==> config.mk <==
export PLATFORM = sky130hd
export DESIGN_NAME = weight_read_sched
export DESIGN_NICKNAME = d
export VERILOG_FILES = /design/src/rtl/weight_read_sched_pkg.sv /design/src/rtl/weight_addr_gen.sv /design/src/rtl/weight_read_sched.sv
export SDC_FILE = /design/constraint.sdc
export NUM_CORES = 1
export LEC_CHECK = 0
export BUFFER_PORTS_ARGS = -buffer_cell sky130_fd_sc_hd__buf_2
export CAP_MARGIN = 30
export CORE_ASPECT_RATIO = 1.2
export CORE_UTILIZATION = 35
export DETAILED_ROUTE_END_ITERATION = 6
export HOLD_SLACK_MARGIN = 0.06
export PLACE_DENSITY = 0.52
export SKIP_LAST_GASP = 1
export SLEW_MARGIN = 20
export SYNTH_ARGS = -nofsm -noshare
export SYNTH_HDL_FRONTEND = slang
export SYNTH_SLANG_ARGS = --single-unit
==> constraint.sdc <==
create_clock -name clk -period 3.65 [get_ports clk]
set_input_delay 0.73 -clock clk [delete_from_list [all_inputs] [get_ports clk]]
set_output_delay 0.73 -clock clk [all_outputs]
set_load 0.005 [all_outputs]
==> src/rtl/weight_read_sched_pkg.sv <==
// weight_read_sched_pkg: shared widths, read latency and FSM encodings for the weight read scheduler
package weight_read_sched_pkg;
  localparam int ADDR_SIZE_DEF = 10;
  localparam int DATA_WIDTH = 16;
  localparam int DIM_W_DEF = 8;
  localparam int RAM_RD_LAT = 1;
  typedef enum logic [2:0] {IDLE, WAIT_LOAD, ISSUE, DRAIN, DONE} state_t;
endpackage

==> src/rtl/weight_addr_gen.sv <==
// weight_addr_gen: k/oc/pass counters and row_base accumulator producing weight RAM addresses
//   load            : capture base/k_len/n_oc/n_pass and clear the counters
//   step            : advance one word (k, then oc, then pass)
//   addr            : row_base + k, modulo 2^ADDR_SIZE
//   first/row_last  : current word is k=0 / k=k_len-1 of its row
//   last            : current word is the final word of the final pass
module weight_addr_gen
  import weight_read_sched_pkg::*;
#(
  parameter int ADDR_SIZE = ADDR_SIZE_DEF,
  parameter int DIM_W = DIM_W_DEF
) (
  input  logic                 clk,
  input  logic                 rstn,
  input  logic                 load,
  input  logic                 step,
  input  logic [ADDR_SIZE-1:0] base,
  input  logic [DIM_W-1:0]     k_len,
  input  logic [DIM_W-1:0]     n_oc,
  input  logic [DIM_W-1:0]     n_pass,
  output logic [ADDR_SIZE-1:0] addr,
  output logic                 first,
  output logic                 row_last,
  output logic                 last
);
  logic [ADDR_SIZE-1:0] base_q, row_base;
  logic [DIM_W-1:0] k_len_q, n_oc_q, n_pass_q, k, oc, pass;
  logic oc_last;
  always_comb begin
    addr = row_base + ADDR_SIZE'(k);
    first = k == '0;
    row_last = k == k_len_q - 1'b1;
    oc_last = oc == n_oc_q - 1'b1;
    last = row_last && oc_last && pass == n_pass_q - 1'b1;
  end
  always_ff @(posedge clk or negedge rstn) begin
    if (!rstn) begin
      base_q <= '0;
      row_base <= '0;
      k_len_q <= '0;
      n_oc_q <= '0;
      n_pass_q <= '0;
      k <= '0;
      oc <= '0;
      pass <= '0;
    end else if (load) begin
      base_q <= base;
      row_base <= base;
      k_len_q <= k_len;
      n_oc_q <= n_oc;
      n_pass_q <= n_pass;
      k <= '0;
      oc <= '0;
      pass <= '0;
    end else if (step) begin
      k <= row_last ? '0 : k + 1'b1;
      oc <= !row_last ? oc : oc_last ? '0 : oc + 1'b1;
      pass <= row_last && oc_last ? pass + 1'b1 : pass;
      row_base <= !row_last ? row_base : oc_last ? base_q : row_base + ADDR_SIZE'(k_len_q);
    end
  end
endmodule

==> src/rtl/weight_read_sched.sv <==
// weight_read_sched: streams weight RAM read addresses once a DMA load completes, with row markers
//   conv_en/abort/w_last : start, cancel, DMA final-beat (sets the loaded flag)
//   cfg_*                : base address and k_len/n_oc/n_pass, sampled on an accepted start
//   pe_ready             : downstream accepts a word two cycles later
//   weight_addr/w_addr_vld : RAM read port
//   wdat_vld/row_first/row_last : read data qualifiers, one cycle behind the address
//   w_done/busy/cfg_err  : completion pulse, activity, zero-size config rejection pulse
module weight_read_sched
  import weight_read_sched_pkg::*;
#(
  parameter int ADDR_SIZE = ADDR_SIZE_DEF,
  parameter int DIM_W = DIM_W_DEF
) (
  input  logic                 clk,
  input  logic                 rstn,
  input  logic                 conv_en,
  input  logic                 abort,
  input  logic                 w_last,
  input  logic [ADDR_SIZE-1:0] cfg_base,
  input  logic [DIM_W-1:0]     cfg_k_len,
  input  logic [DIM_W-1:0]     cfg_n_oc,
  input  logic [DIM_W-1:0]     cfg_n_pass,
  input  logic                 pe_ready,
  output logic [ADDR_SIZE-1:0] weight_addr,
  output logic                 w_addr_vld,
  output logic                 wdat_vld,
  output logic                 row_first,
  output logic                 row_last,
  output logic                 w_done,
  output logic                 busy,
  output logic                 cfg_err
);
  state_t state;
  logic loaded, a_first, a_last, cfg_zero, start, bad_start, step, done_now;
  logic gen_first, gen_row_last, gen_last;
  logic [ADDR_SIZE-1:0] gen_addr;
  always_comb begin
    cfg_zero = cfg_k_len == '0 || cfg_n_oc == '0 || cfg_n_pass == '0;
    start = state == IDLE && conv_en && !cfg_zero;
    bad_start = state == IDLE && conv_en && cfg_zero;
    step = state == ISSUE && pe_ready && !abort;
    done_now = (state == DONE && !abort) || bad_start;
    busy = state != IDLE;
  end
  weight_addr_gen #(.ADDR_SIZE(ADDR_SIZE), .DIM_W(DIM_W)) u_gen (
    .clk(clk),
    .rstn(rstn),
    .load(start),
    .step(step),
    .base(cfg_base),
    .k_len(cfg_k_len),
    .n_oc(cfg_n_oc),
    .n_pass(cfg_n_pass),
    .addr(gen_addr),
    .first(gen_first),
    .row_last(gen_row_last),
    .last(gen_last)
  );
  always_ff @(posedge clk or negedge rstn) begin
    if (!rstn) begin
      state <= IDLE;
      loaded <= 1'b0;
      weight_addr <= '0;
      w_addr_vld <= 1'b0;
      a_first <= 1'b0;
      a_last <= 1'b0;
      wdat_vld <= 1'b0;
      row_first <= 1'b0;
      row_last <= 1'b0;
      w_done <= 1'b0;
      cfg_err <= 1'b0;
    end else begin
      // a new DMA beat wins over the clear from a completing run
      loaded <= w_last || (loaded && !done_now);
      wdat_vld <= w_addr_vld;
      row_first <= w_addr_vld && a_first;
      row_last <= w_addr_vld && a_last;
      w_addr_vld <= step;
      w_done <= done_now;
      cfg_err <= bad_start;
      if (step) begin
        weight_addr <= gen_addr;
        a_first <= gen_first;
        a_last <= gen_row_last;
      end
      if (abort && state != IDLE) state <= IDLE;
      else
        case (state)
          IDLE: if (start) state <= WAIT_LOAD;
          WAIT_LOAD: if (loaded) state <= ISSUE;
          ISSUE: if (step && gen_last) state <= DRAIN;
          DRAIN: state <= DONE;
          DONE: state <= IDLE;
          default: state <= IDLE;
        endcase
    end
  end
endmodule

; Yosys cells after proc, flatten, opt, wreduce, memory -nomap -nowiden
; Cells that the tools add are included.
[word_totals]
ff_bits = 90
input_bits = 40
out_inout_bits = 17
word_cells = 88
[op_classes]
add_sub_neg = 8
n_eq_ne = 10
muxes = 19
n_reduce_logical = 32
[op_table]
columns = op, n
row1 = $mux W8, 10
row2 = $mux W10, 4
row3 = $logic_not A8 Y1, 4
row4 = $add A8 B1 Y8 const B, 3
row5 = $eq A8 B8 Y1, 3
row6 = $sub A8 B1 Y8 const B, 3
row7 = $add A10 B8 Y10, 2
row8 = $logic_and A1 B1 Y1, 13
row9 = $mux W3, 4
row10 = $pmux W3 S4, 1
row11 = $eq A3 B2 Y1 const B, 2
row12 = $reduce_bool A2 Y1, 3
row13 = $logic_or A1 B1 Y1, 4
row14 = $reduce_and A2 Y1, 2
row15 = $eq A3 B1 Y1 const B, 1
row16 = $eq A3 B3 Y1 const B, 1
row17 = $logic_not A1 Y1, 3
row18 = $logic_not A3 Y1, 1
row19 = $ne A3 B1 Y1 const B, 1
row20 = $ne A3 B2 Y1 const B, 1
row21 = $ne A3 B3 Y1 const B, 1
row22 = $reduce_and A3 Y1, 1
row23 = $reduce_bool A3 Y1, 1

; Longest topological paths before layout
; Gate-level depths: netlist of run 1.
[depth]
word_depth = 8
depth_mapped = 11
ltp_nobuf = 10

; Modules after synthesis
; Synthesis of run 1 repeated with hierarchy kept, for this count alone.
[unflattened]
hier_cells = 571
area_unflattened_um2 = 5505.3
[by_module_without_submodules]
columns = module, instances, cells_each, area_each_um2, seq_area_each_um2
row1 = weight_addr_gen, 1, 502, 4553.1, 1701.6
row2 = weight_read_sched, 1, 69, 952.2, 550.5

; Worst setup path before layout of run 1
; OpenSTA, ideal clock, no wires.
[synth_timing]
path_kind = register to register
startpoint = register u_gen.k_len_q[2]
endpoint = register u_gen.row_base[3]
setup_ps = 132
arrival_ps = 2531
t_required_ps = 3518
slack_ps = 987
stages_incl_launch_ff = 9
n_path_buf = 2
synth_period_minus_slack_ps = 2663
cell_sequence = dfrtp_1 buf_6 or3_4 or4_4 a211o_1 a2111oi_4 buf_6 mux2i_1 o21ai_1
[synth_between]
elab_chain_cells = 5
word_cells_on_any_way = 9
classes_between = add/sub (2) / eq/ne (1) / mux (4) / reduce/logical (2)
[synth_lines]
columns = item, line_no
row1 = start: declaration, weight_addr_gen.sv:27  ; logic [DIM_W-1:0] k_len_q, n_oc_q, n_pass_q, k, oc, pass;
row2 = start signal: assignment, weight_addr_gen.sv:49  ; k_len_q <= k_len;
row3 = $add A10 B8 Y10, weight_addr_gen.sv:59  ; row_base <= !row_last ? row_base : oc_last ? base_q : row_base + ADDR_SIZE'(k_len_q);
row4 = $mux W10 (2 in series), weight_addr_gen.sv:59
row5 = $mux W10, weight_addr_gen.sv:55  ; end else if (step) begin
row6 = $mux W10, weight_addr_gen.sv:46  ; end else if (load) begin
row7 = end signal: assignment, weight_addr_gen.sv:48  ; row_base <= base;
row8 = end signal: assignment, weight_addr_gen.sv:59
row9 = end: declaration, weight_addr_gen.sv:26  ; logic [ADDR_SIZE-1:0] base_q, row_base;
; Several ways; a longest one is shown, not always the timed one. The select of a mux whose other input is x is not followed.
; A chain may end at the register's enable or synchronous reset.

; Final worst setup path of run 1
[layout_timing]
startpoint = register u_gen.n_oc_q[0]
endpoint = register u_gen.pass[7]
[layout_between]
elab_chain_cells = 5
[layout_lines]
columns = item, line_no
row1 = start: declaration, weight_addr_gen.sv:27
row2 = start signal: assignment, weight_addr_gen.sv:50  ; n_oc_q <= n_oc;
row3 = $sub A8 B1 Y8, weight_addr_gen.sv:33  ; oc_last = oc == n_oc_q - 1'b1;
row4 = $eq A8 B8 Y1, weight_addr_gen.sv:33
row5 = $logic_and A1 B1 Y1, weight_addr_gen.sv:58  ; pass <= row_last && oc_last ? pass + 1'b1 : pass;
row6 = $reduce_bool A2 Y1 (no line), -
row7 = $reduce_and A2 Y1 (no line), -
row8 = end signal: assignment, weight_addr_gen.sv:58
row9 = end: declaration, weight_addr_gen.sv:27
; Every way passes these cells.

==> run summary, run 1 <==
CRITICAL PATH
----------------------------------------------------------------------------------------
Critical path capture point type                                                register
WP data arrival                                                                  3.21 ns
Element type at the critical path start                                         register
Logic depth of the worst path, buffers included                                        9
Depth of the worst register-to-register path                                           9
Bufs and invs on worst path                                                            1
Worst reg2reg setup slack                                                        0.68 ns
Required time of the worst setup path                                            3.88 ns
Maximum fanout count along the critical path                                          18
Crit-path slowest cell                                                      sky130_fd_sc_hd__o211a_1
Kind of critical path                                                       register to register
Family with the most delay on the worst path                                simple AND/OR/NAND/NOR gates
CP cell instances                                                           inv_1 -> ha_1 -> nor3b_1 -> a21oi_1 -> nor4b_1 -> o211a_1 -> and3_1 -> nand4_1 -> mux2i_1
Highest cell delay on the worst timing path                                      0.63 ns

SYNTH
----------------------------------------------------------------------------------------
Gate count of the mapped netlist                                                     616
Share of flip-flops with an asynchronous set or reset after synthesis              1.000
Nets in the synthesized netlist                                                      681
EDFF count, synth                                                                      0
Synth cell types                                                                      61
Count leader, synth                                                         sky130_fd_sc_hd__nand2_1
Number of synthesis warnings                                                           0
Most used standard cells in the synthesized netlist                         130 x sky130_fd_sc_hd__nand2_1, 90 x sky130_fd_sc_hd__dfrtp_1, 32 x sky130_fd_sc_hd__nor2_1, 31 x sky130_fd_sc_hd__o21ai_0
Proportion of netlist area held by the largest area contributor                   0.4137
Number of register bits inferred by synthesis                                         90
Cell type with the largest total area after synthesis                       sky130_fd_sc_hd__dfrtp_1
Post-synthesis instance area                                                    5444 um2
Ys flop type                                                                sky130_fd_sc_hd__dfrtp_1
Fraction of the yosys area taken by sequential cells                              0.4137
Ranking of synthesized cells by area                                        sky130_fd_sc_hd__dfrtp_1 41%, sky130_fd_sc_hd__nand2_1 9.0%, sky130_fd_sc_hd__ha_1 5.3%
Mean Syn Cell Area                                                             8.838 um2

FINISH
----------------------------------------------------------------------------------------
Fraction of final layout cells with drive strength greater than 1                 0.1439
Layout Cells excl Fill                                                               878
FF/Latch Area                                                                   2252 um2
Synthesis-to-finish area growth                                                   15.65%
Final core occ                                                                    0.4175
Diode insertion count for antenna repair                                               0
Footprint of the multi-input gates                                              2992 um2
Fill cell instance count of the final layout                                        1558
Layout Nets                                                                          734

STA
----------------------------------------------------------------------------------------
Post-layout minimum cycle time                                                  2.971 ns
Slew Limit Fails                                                                       0
Setup TNS Final                                                                     0 ns
Post-Route Hold Slack                                                          0.4076 ns
Clock tree skew after final layout                                           0.008706 ns
Setup repair after global routing missed its margin                                false
Slew headroom                                                                     0.5681
Number of hold-slack violations in the final timing report                             0
Maximum achievable frequency                                                   336.6 MHz
Slew at the pin closest to its max-slew limit                                  0.6479 ns
Final Setup Violations                                                                 0
Fraction of the cycle the final worst path needs                                  0.8140

FLOORPLAN
----------------------------------------------------------------------------------------
Die extent in x                                                                 115.9 um
Row cnt                                                                               49
Placeable core region                                                          15080 um2
Count of boundary I/O pins                                                            57
Die Outline Area                                                               16060 um2
Initial Utilization                                                               0.3610
Die Y-Extent                                                                    138.6 um

CLOCK NETWORK
----------------------------------------------------------------------------------------
Number of clock sinks                                                                 90
Number of buffers inserted to repair setup after CTS                                   0
Max Buffers Root-to-Sink                                                               2
Clock latency of the later-clocked register in the worst-skew pair               0.35 ns
Total CTS buffers                                                                      9
Clock-pin slew on the worst setup and hold paths                                 0.07 ns
Number of levels in the clock H-tree                                                   3
Root cell of the clock tree                                                 sky130_fd_sc_hd__clkbuf_16
TritonCTS clock tree                                                                 yes
Hold-fix buffer count after cts                                                        0
Resized Gates After CTS                                                                0

DRT
----------------------------------------------------------------------------------------
Wire length per cell                                                            14.86 um
Vias                                                                                4544
Via density per instance                                                           5.175
Number of search-and-repair iterations in the first detailed-routing pass              4
Post-detailed-routing wire length                                               13050 um
DRC violation count after routing                                                      0
DRC marker count from the first detailed-route iteration                             158
DRT antenna net count                                                                  0

PLACE
----------------------------------------------------------------------------------------
HPWL after detailed placement                                                    9928 um
Input/output buffers                                                                  56
Total placed cells including tap cells                                               862
Routability congestion estimate                                                   0.8038

GRT
----------------------------------------------------------------------------------------
Number of antenna violations at the first check in global routing                      0
Global-route wire length before repair                                          22340 um
Global route overflow                                                                  0
Via count of the first global-routing pass                                          4591
Global-route total usage across every layer                                       0.1776
Largest net degree at the start of global routing                                     57

JOB
----------------------------------------------------------------------------------------
Maxcap violations                                                                      0

POWER AND IR DROP
----------------------------------------------------------------------------------------
Max IR drop VDD                                                              0.0002336 V
Reported leakage power                                                       0.002987 uW
Power density normalized to cell area                                       568.7 nW/um2

STATUS
----------------------------------------------------------------------------------------
Status                                                                         completed

WORST HOLD PATH
----------------------------------------------------------------------------------------
Worst hold-check path type                                                  primary input to asynchronous set/reset pin

## area by class of cell
cell class | instances | share of cell area
sequential | 90 | 0.3577
multi-input combinational | 476 | 0.4752
inverter | 23 | 0.01371
timing repair buffer | 69 | 0.06240
clock inverter | 6 | 0.01411
tap | 204 | 0.04054
clock buffer | 10 | 0.03637
## path summary, 6_finish.rpt
path,start,endpoint
worst max-delay path,u_gen.n_oc_q[0],u_gen.pass[7]
worst min-delay path,rstn,u_gen.k[7]
worst max register to register,u_gen.n_oc_q[0],u_gen.pass[7]
worst min register to register,w_addr_vld,wdat_vld
max in group asynchronous,rstn,u_gen.base_q[1]
min in group clk,w_addr_vld,wdat_vld
## routing by layer
metal / wire (um) / GRT usage
met1: 5544 / 0.2085
met4: 219 / 0.05735
met2: 6933 / 0.3217
met3: 350 / 0.03016
met5: 0 / 0
## logic make-up (layout without fill, tap and decap cells)
kind of cell / count (synthesis) / in the layout / synth area share
buf+inv: 50 / 108 / 0.03769
compound gates: 124 / 124 / 0.1503
fa+ha+maj: 26 / 26 / 0.06206
flops: 90 / 90 / 0.4137
mux: 17 / 17 / 0.03241
simple gates: 267 / 267 / 0.2363
xor+xnor: 42 / 42 / 0.06757
## power breakdown
part,internal [uW],switching (uW)
registers,1200,226
logic,542,612
clock network,601,396
total,2350,1230
## cell usage in the layout, fill, tap and decap left out, types with 3 or more instances in the layout
cell type                   Yosys  routed
sky130_fd_sc_hd__a211oi_1       6       6
sky130_fd_sc_hd__a21o_1         5       5
sky130_fd_sc_hd__a21oi_1       23      23
sky130_fd_sc_hd__a31oi_1        3       3
sky130_fd_sc_hd__and2_1         4       4
sky130_fd_sc_hd__and3_1         9       9
sky130_fd_sc_hd__and4_1         4       4
sky130_fd_sc_hd__buf_2          2      55
sky130_fd_sc_hd__buf_4          0      13
sky130_fd_sc_hd__clkbuf_16      0       9
sky130_fd_sc_hd__dfrtp_1       90      90
sky130_fd_sc_hd__ha_1          23      23
sky130_fd_sc_hd__inv_1         23      23
sky130_fd_sc_hd__mux2_2         5       5
sky130_fd_sc_hd__mux2i_1       12      12
sky130_fd_sc_hd__nand2_1      130     130
sky130_fd_sc_hd__nand2b_1       8       8
sky130_fd_sc_hd__nand3_1       14      14
sky130_fd_sc_hd__nand3b_1       6       6
sky130_fd_sc_hd__nand4_1        9       9
sky130_fd_sc_hd__nor2_1        32      32
sky130_fd_sc_hd__nor2b_1        7       7
sky130_fd_sc_hd__nor3_1        16      15
sky130_fd_sc_hd__nor3b_1        5       5
sky130_fd_sc_hd__nor4_1         8       8
sky130_fd_sc_hd__nor4b_1        5       5
sky130_fd_sc_hd__o211ai_1       4       4
sky130_fd_sc_hd__o21a_1         5       5
sky130_fd_sc_hd__o21ai_0       31      31
sky130_fd_sc_hd__o21ai_1       13      13
sky130_fd_sc_hd__o31a_1         4       4
sky130_fd_sc_hd__o31ai_1        6       6
sky130_fd_sc_hd__or3_1          3       3
sky130_fd_sc_hd__xnor2_1       21      21
sky130_fd_sc_hd__xor2_1        21      21
## state kept, by name, indices dropped and copies added, names as in the netlist
name,count
u_gen.base_q,10
u_gen.row_base,10
weight_addr,10
u_gen.k,8
u_gen.k_len_q,8
u_gen.n_oc_q,8
u_gen.n_pass_q,8
u_gen.oc,8
u_gen.pass,8
state,3
a_first,1
a_last,1
cfg_err,1
loaded,1
row_first,1
row_last,1
w_addr_vld,1
w_done,1
wdat_vld,1
## metrics by stage
stage | cell area [um2] | total power [uW] | worst slack, ns
2_1_floorplan | 5444 | 2258 | 0.9868
3_3_place_gp | 5971 | 2572 | 0.8573
3_5_place_dp | 5978 | 2612 | 0.7402
4_1_cts | 6296 | 3629 | 0.7266
5_1_grt | 6296 | 3858 | 0.4225
6_report | 6296 | 3580 | 0.6789
(Power assumes the default switching activity.)
==> run 2, diff against run 1 <==
- ABC_AREA: default -> 1
- clock period: 3.65 -> 3 ns (I/O delays scaled with it)
==> run 2 against run 1 <==
- critical path depth grew 4
- sequential cell count is the same
- clock-buffer cell count is the same
- maximum frequency grew 26%
- first-iteration DRC count up 100%
- total power rose by 82%
- setup slack worse by 0.036 ns
- clock skew hardly changed
- die area up 6.5%
- area after synthesis increased by 6.6%
- critical path type unchanged
- largest power group is now combinational cells
==> run summary, run 2 <==
CLOCK NETWORK
----------------------------------------------------------------------------------------
Hold-fix buffer count after cts                                                        0   unchanged
Resized Gates After CTS                                                                0   unchanged
Number of levels in the clock H-tree                                                   3   unchanged
Number of buffers inserted to repair setup after CTS                                   0   unchanged
Max Buffers Root-to-Sink                                                               2   unchanged
Clock latency of the later-clocked register in the worst-skew pair               0.36 ns   about the same
Total CTS buffers                                                                      9   unchanged
Number of clock sinks                                                                 90   unchanged
TritonCTS clock tree                                                                 yes
Clock-pin slew on the worst setup and hold paths                                 0.07 ns   about the same
Root cell of the clock tree                                                 sky130_fd_sc_hd__clkbuf_16

POWER AND IR DROP
----------------------------------------------------------------------------------------
Internal power                                                                   3698 uW   +58%
Share of total power in sequential cells                                           0.312   -0.087
Fraction of power spent switching nets                                            0.4331   +0.08848
Clk pwr share                                                                      0.208   -0.071
Reported leakage power                                                       0.003491 uW   +17%
Logic gate share of total power                                                    0.480   +0.158
Power density normalized to cell area                                       972.6 nW/um2   +71%
Switching power total                                                            2825 uW   +130%
Total Power Consumption                                                          6523 uW   +82%
Max IR drop VDD                                                              0.0003476 V   +49%

STA
----------------------------------------------------------------------------------------
Number of hold-slack violations in the final timing report                             0   unchanged
Slew headroom                                                                     0.6191   +0.05097
Fraction of the cycle the final worst path needs                                  0.7855   -0.02846
Clock tree skew after final layout                                           0.008578 ns   -0.0001285 ns
Slew at the pin closest to its max-slew limit                                  0.5714 ns   -0.07645 ns
Setup TNS Final                                                                     0 ns   unchanged
Maximum achievable frequency                                                   424.3 MHz   +26%
Post-layout minimum cycle time                                                  2.357 ns   -0.6145 ns
Final Setup Violations                                                                 0   unchanged
Setup repair after global routing missed its margin                                false
Slew Limit Fails                                                                       0   unchanged

FINISH
----------------------------------------------------------------------------------------
Synthesis-to-finish area growth                                                   15.59%   about the same
Diode insertion count for antenna repair                                               0   unchanged
FF/Latch Area                                                                   2252 um2   unchanged
Commonest non-fill, non-tap cells in the layout                             232 x sky130_fd_sc_hd__nand2_1, 115 x sky130_fd_sc_hd__inv_1, 90 x sky130_fd_sc_hd__dfrtp_1, 66 x sky130_fd_sc_hd__nor2_1
Final core occ                                                                    0.4138   -0.003683
Largest registers in the final layout                                       u_gen.base_q: 10 flops, u_gen.row_base: 10 flops, weight_addr: 10 flops
Post-route cell area                                                            6706 um2   +6.5%
Fill cell instance count of the final layout                                        1700   +9.1%
Fraction of final layout cells with drive strength greater than 1                 0.1216   -0.02236
Footprint of the multi-input gates                                              3010 um2   +0.63%
Most common library cell in the layout ignoring fill and taps               sky130_fd_sc_hd__nand2_1
Layout Nets                                                                          932   +27%

DRT
----------------------------------------------------------------------------------------
DRT antenna net count                                                                  0   unchanged
DRC marker count from the first detailed-route iteration                             317   +100%
Post-detailed-routing wire length                                               13980 um   +7.1%
DRC violation count after routing                                                      0   unchanged
Wire length per cell                                                            12.89 um   -13%
Via density per instance                                                           4.655   -10%
Vias                                                                                5046   +11%
Number of search-and-repair iterations in the first detailed-routing pass              7   +3

GRT
----------------------------------------------------------------------------------------
Global route overflow                                                                  0   unchanged
Via count of the first global-routing pass                                          4761   +3.7%
Global-route wire length before repair                                          23650 um   +5.9%
Number of antenna violations at the first check in global routing                      0   unchanged
Global-route total usage across every layer                                       0.1762   -0.001427
Largest net degree at the start of global routing                                     52   -8.8%

CRITICAL PATH
----------------------------------------------------------------------------------------
WP data arrival                                                                  2.59 ns   -0.62 ns
Maximum fanout count along the critical path                                           8   -10
Highest cell delay on the worst timing path                                      0.43 ns   -0.20 ns
Kind of critical path                                                       register to register
Most common cell on crit path                                               sky130_fd_sc_hd__nand2_1
Family with the most delay on the worst path                                simple AND/OR/NAND/NOR gates
Crit-path slowest cell                                                      sky130_fd_sc_hd__dfrtp_1
Bufs and invs on worst path                                                            2   +1
CP cell instances                                                           inv_1 -> ha_1 -> xnor2_1 -> nor2_1 -> nor2_1 -> nand2_1 -> nor2_2 -> nand2_2 -> nand2_1 -> nand2_1 -> buf_4 -> a21oi_1 -> a21oi_1
Required time of the worst setup path                                            3.23 ns   -0.65 ns
Critical path capture point type                                                register
Element type at the critical path start                                         register

SYNTH
----------------------------------------------------------------------------------------
Number of synthesis warnings                                                           0   unchanged
Count leader, synth                                                         sky130_fd_sc_hd__nand2_1
Post-synthesis instance area                                                    5802 um2   +6.6%
Ys flop type                                                                sky130_fd_sc_hd__dfrtp_1
Proportion of netlist area held by the largest area contributor                   0.3882   -0.02552
Share of flip-flops with an asynchronous set or reset after synthesis              1.000   unchanged
Fraction of the yosys area taken by sequential cells                              0.3882   -0.02552
Cell type with the largest total area after synthesis                       sky130_fd_sc_hd__dfrtp_1
Mean Syn Cell Area                                                             7.172 um2   -19%
EDFF count, synth                                                                      0   unchanged
Nets in the synthesized netlist                                                      874   +28%
Most used standard cells in the synthesized netlist                         232 x sky130_fd_sc_hd__nand2_1, 115 x sky130_fd_sc_hd__inv_1, 90 x sky130_fd_sc_hd__dfrtp_1, 66 x sky130_fd_sc_hd__nor2_1, 55 x sky130_fd_sc_hd__o21ai_0
Ranking of synthesized cells by area                                        sky130_fd_sc_hd__dfrtp_1 39%, sky130_fd_sc_hd__nand2_1 15%, sky130_fd_sc_hd__inv_1 7.4%
Synth cell types                                                                      39   -36%
Number of register bits inferred by synthesis                                         90   unchanged
Gate count of the mapped netlist                                                     809   +31%

JOB
----------------------------------------------------------------------------------------
Maxcap violations                                                                      0   unchanged

PLACE
----------------------------------------------------------------------------------------
HPWL after detailed placement                                                   10530 um   +6.1%
Input/output buffers                                                                  56   unchanged
Cell area reported after detailed placement                                     6354 um2   +6.3%
Routability congestion estimate                                                   0.8418   +4.7%

FLOORPLAN
----------------------------------------------------------------------------------------
Count of boundary I/O pins                                                            57   unchanged
Placeable core region                                                          16210 um2   +7.5%
Die Outline Area                                                               17100 um2   +6.5%
Die Y-Extent                                                                    143.0 um   +3.2%
Row cnt                                                                               51   +4.1%
Die extent in x                                                                 119.5 um   +3.2%
Initial Utilization                                                               0.3580   -0.003000

STATUS
----------------------------------------------------------------------------------------
Status                                                                         completed

WORST HOLD PATH
----------------------------------------------------------------------------------------
Worst hold-check path type                                                  primary input to asynchronous set/reset pin

## run 2: final timing paths
path	startpoint	end	slack, ns	cells after the start
max in group asynchronous	rstn	u_gen.pass[0]	2.09	2
max	u_gen.k_len_q[0]	u_gen.row_base[2]	0.64	13
min	rstn	weight_addr[7]	0.23	1
min reg2reg	w_addr_vld	wdat_vld	0.44	0
max reg2reg	u_gen.k_len_q[0]	u_gen.row_base[2]	0.64	13
min in group clk	w_last	loaded	0.43	2
## run 2: logic make-up (layout without fill, tap and decap cells)
| logic type | after synthesis | count (layout) | synth area share |
|---|---|---|---|
| adder cells (fa/ha/maj) | 25 | 25 | 0.05650 |
| buffers and inverters | 138 | 201 | 0.09295 |
| AO/OA/AOI/OAI | 125 | 125 | 0.1214 |
| AND/OR/NAND/NOR | 394 | 394 | 0.2851 |
| XOR/XNOR | 37 | 37 | 0.05585 |
| flip-flops | 90 | 90 | 0.3882 |
## run 2: cell type report
class,count,share of cell area
inverters,120,0.06716
well taps,212,0.03955
multi-input cells,581,0.4489
flip-flops and latches,90,0.3358
clock buffers,10,0.03563
repair buffers,65,0.05597
clock inverters,6,0.01698
## run 2: stage by stage
stage	setup WS [ns]	hold WS, ns	cells
floorplan	1.039	0.3044	809
detailed placement	0.5277	0.4277	1068
finish	0.6434	0.2348	1084
global route	0.3065	0.2723	1084
global placement	0.5605	0.4220	1068
CTS	0.6207	0.2477	1084
## run 2: power groups by stage
stage | Sequential [uW] | Combinational [uW] | Clock (uW)
floorplan | 1920 | 2490 | 0
global placement | 2060 | 3150 | 0
detailed placement | 2060 | 3150 | 0
CTS | 2040 | 3170 | 1390
global route | 2110 | 3680 | 1430
finish | 2030 | 3130 | 1360
## run 2: routing by layer
layer,vias to the layer above,global-route usage,part of all wire
met5,-,0,0
met4,0,0.06908,0.017
met3,13,0.02476,0.026
met2,71,0.2790,0.45
met1,2263,0.2418,0.51
li1,2699,-,-
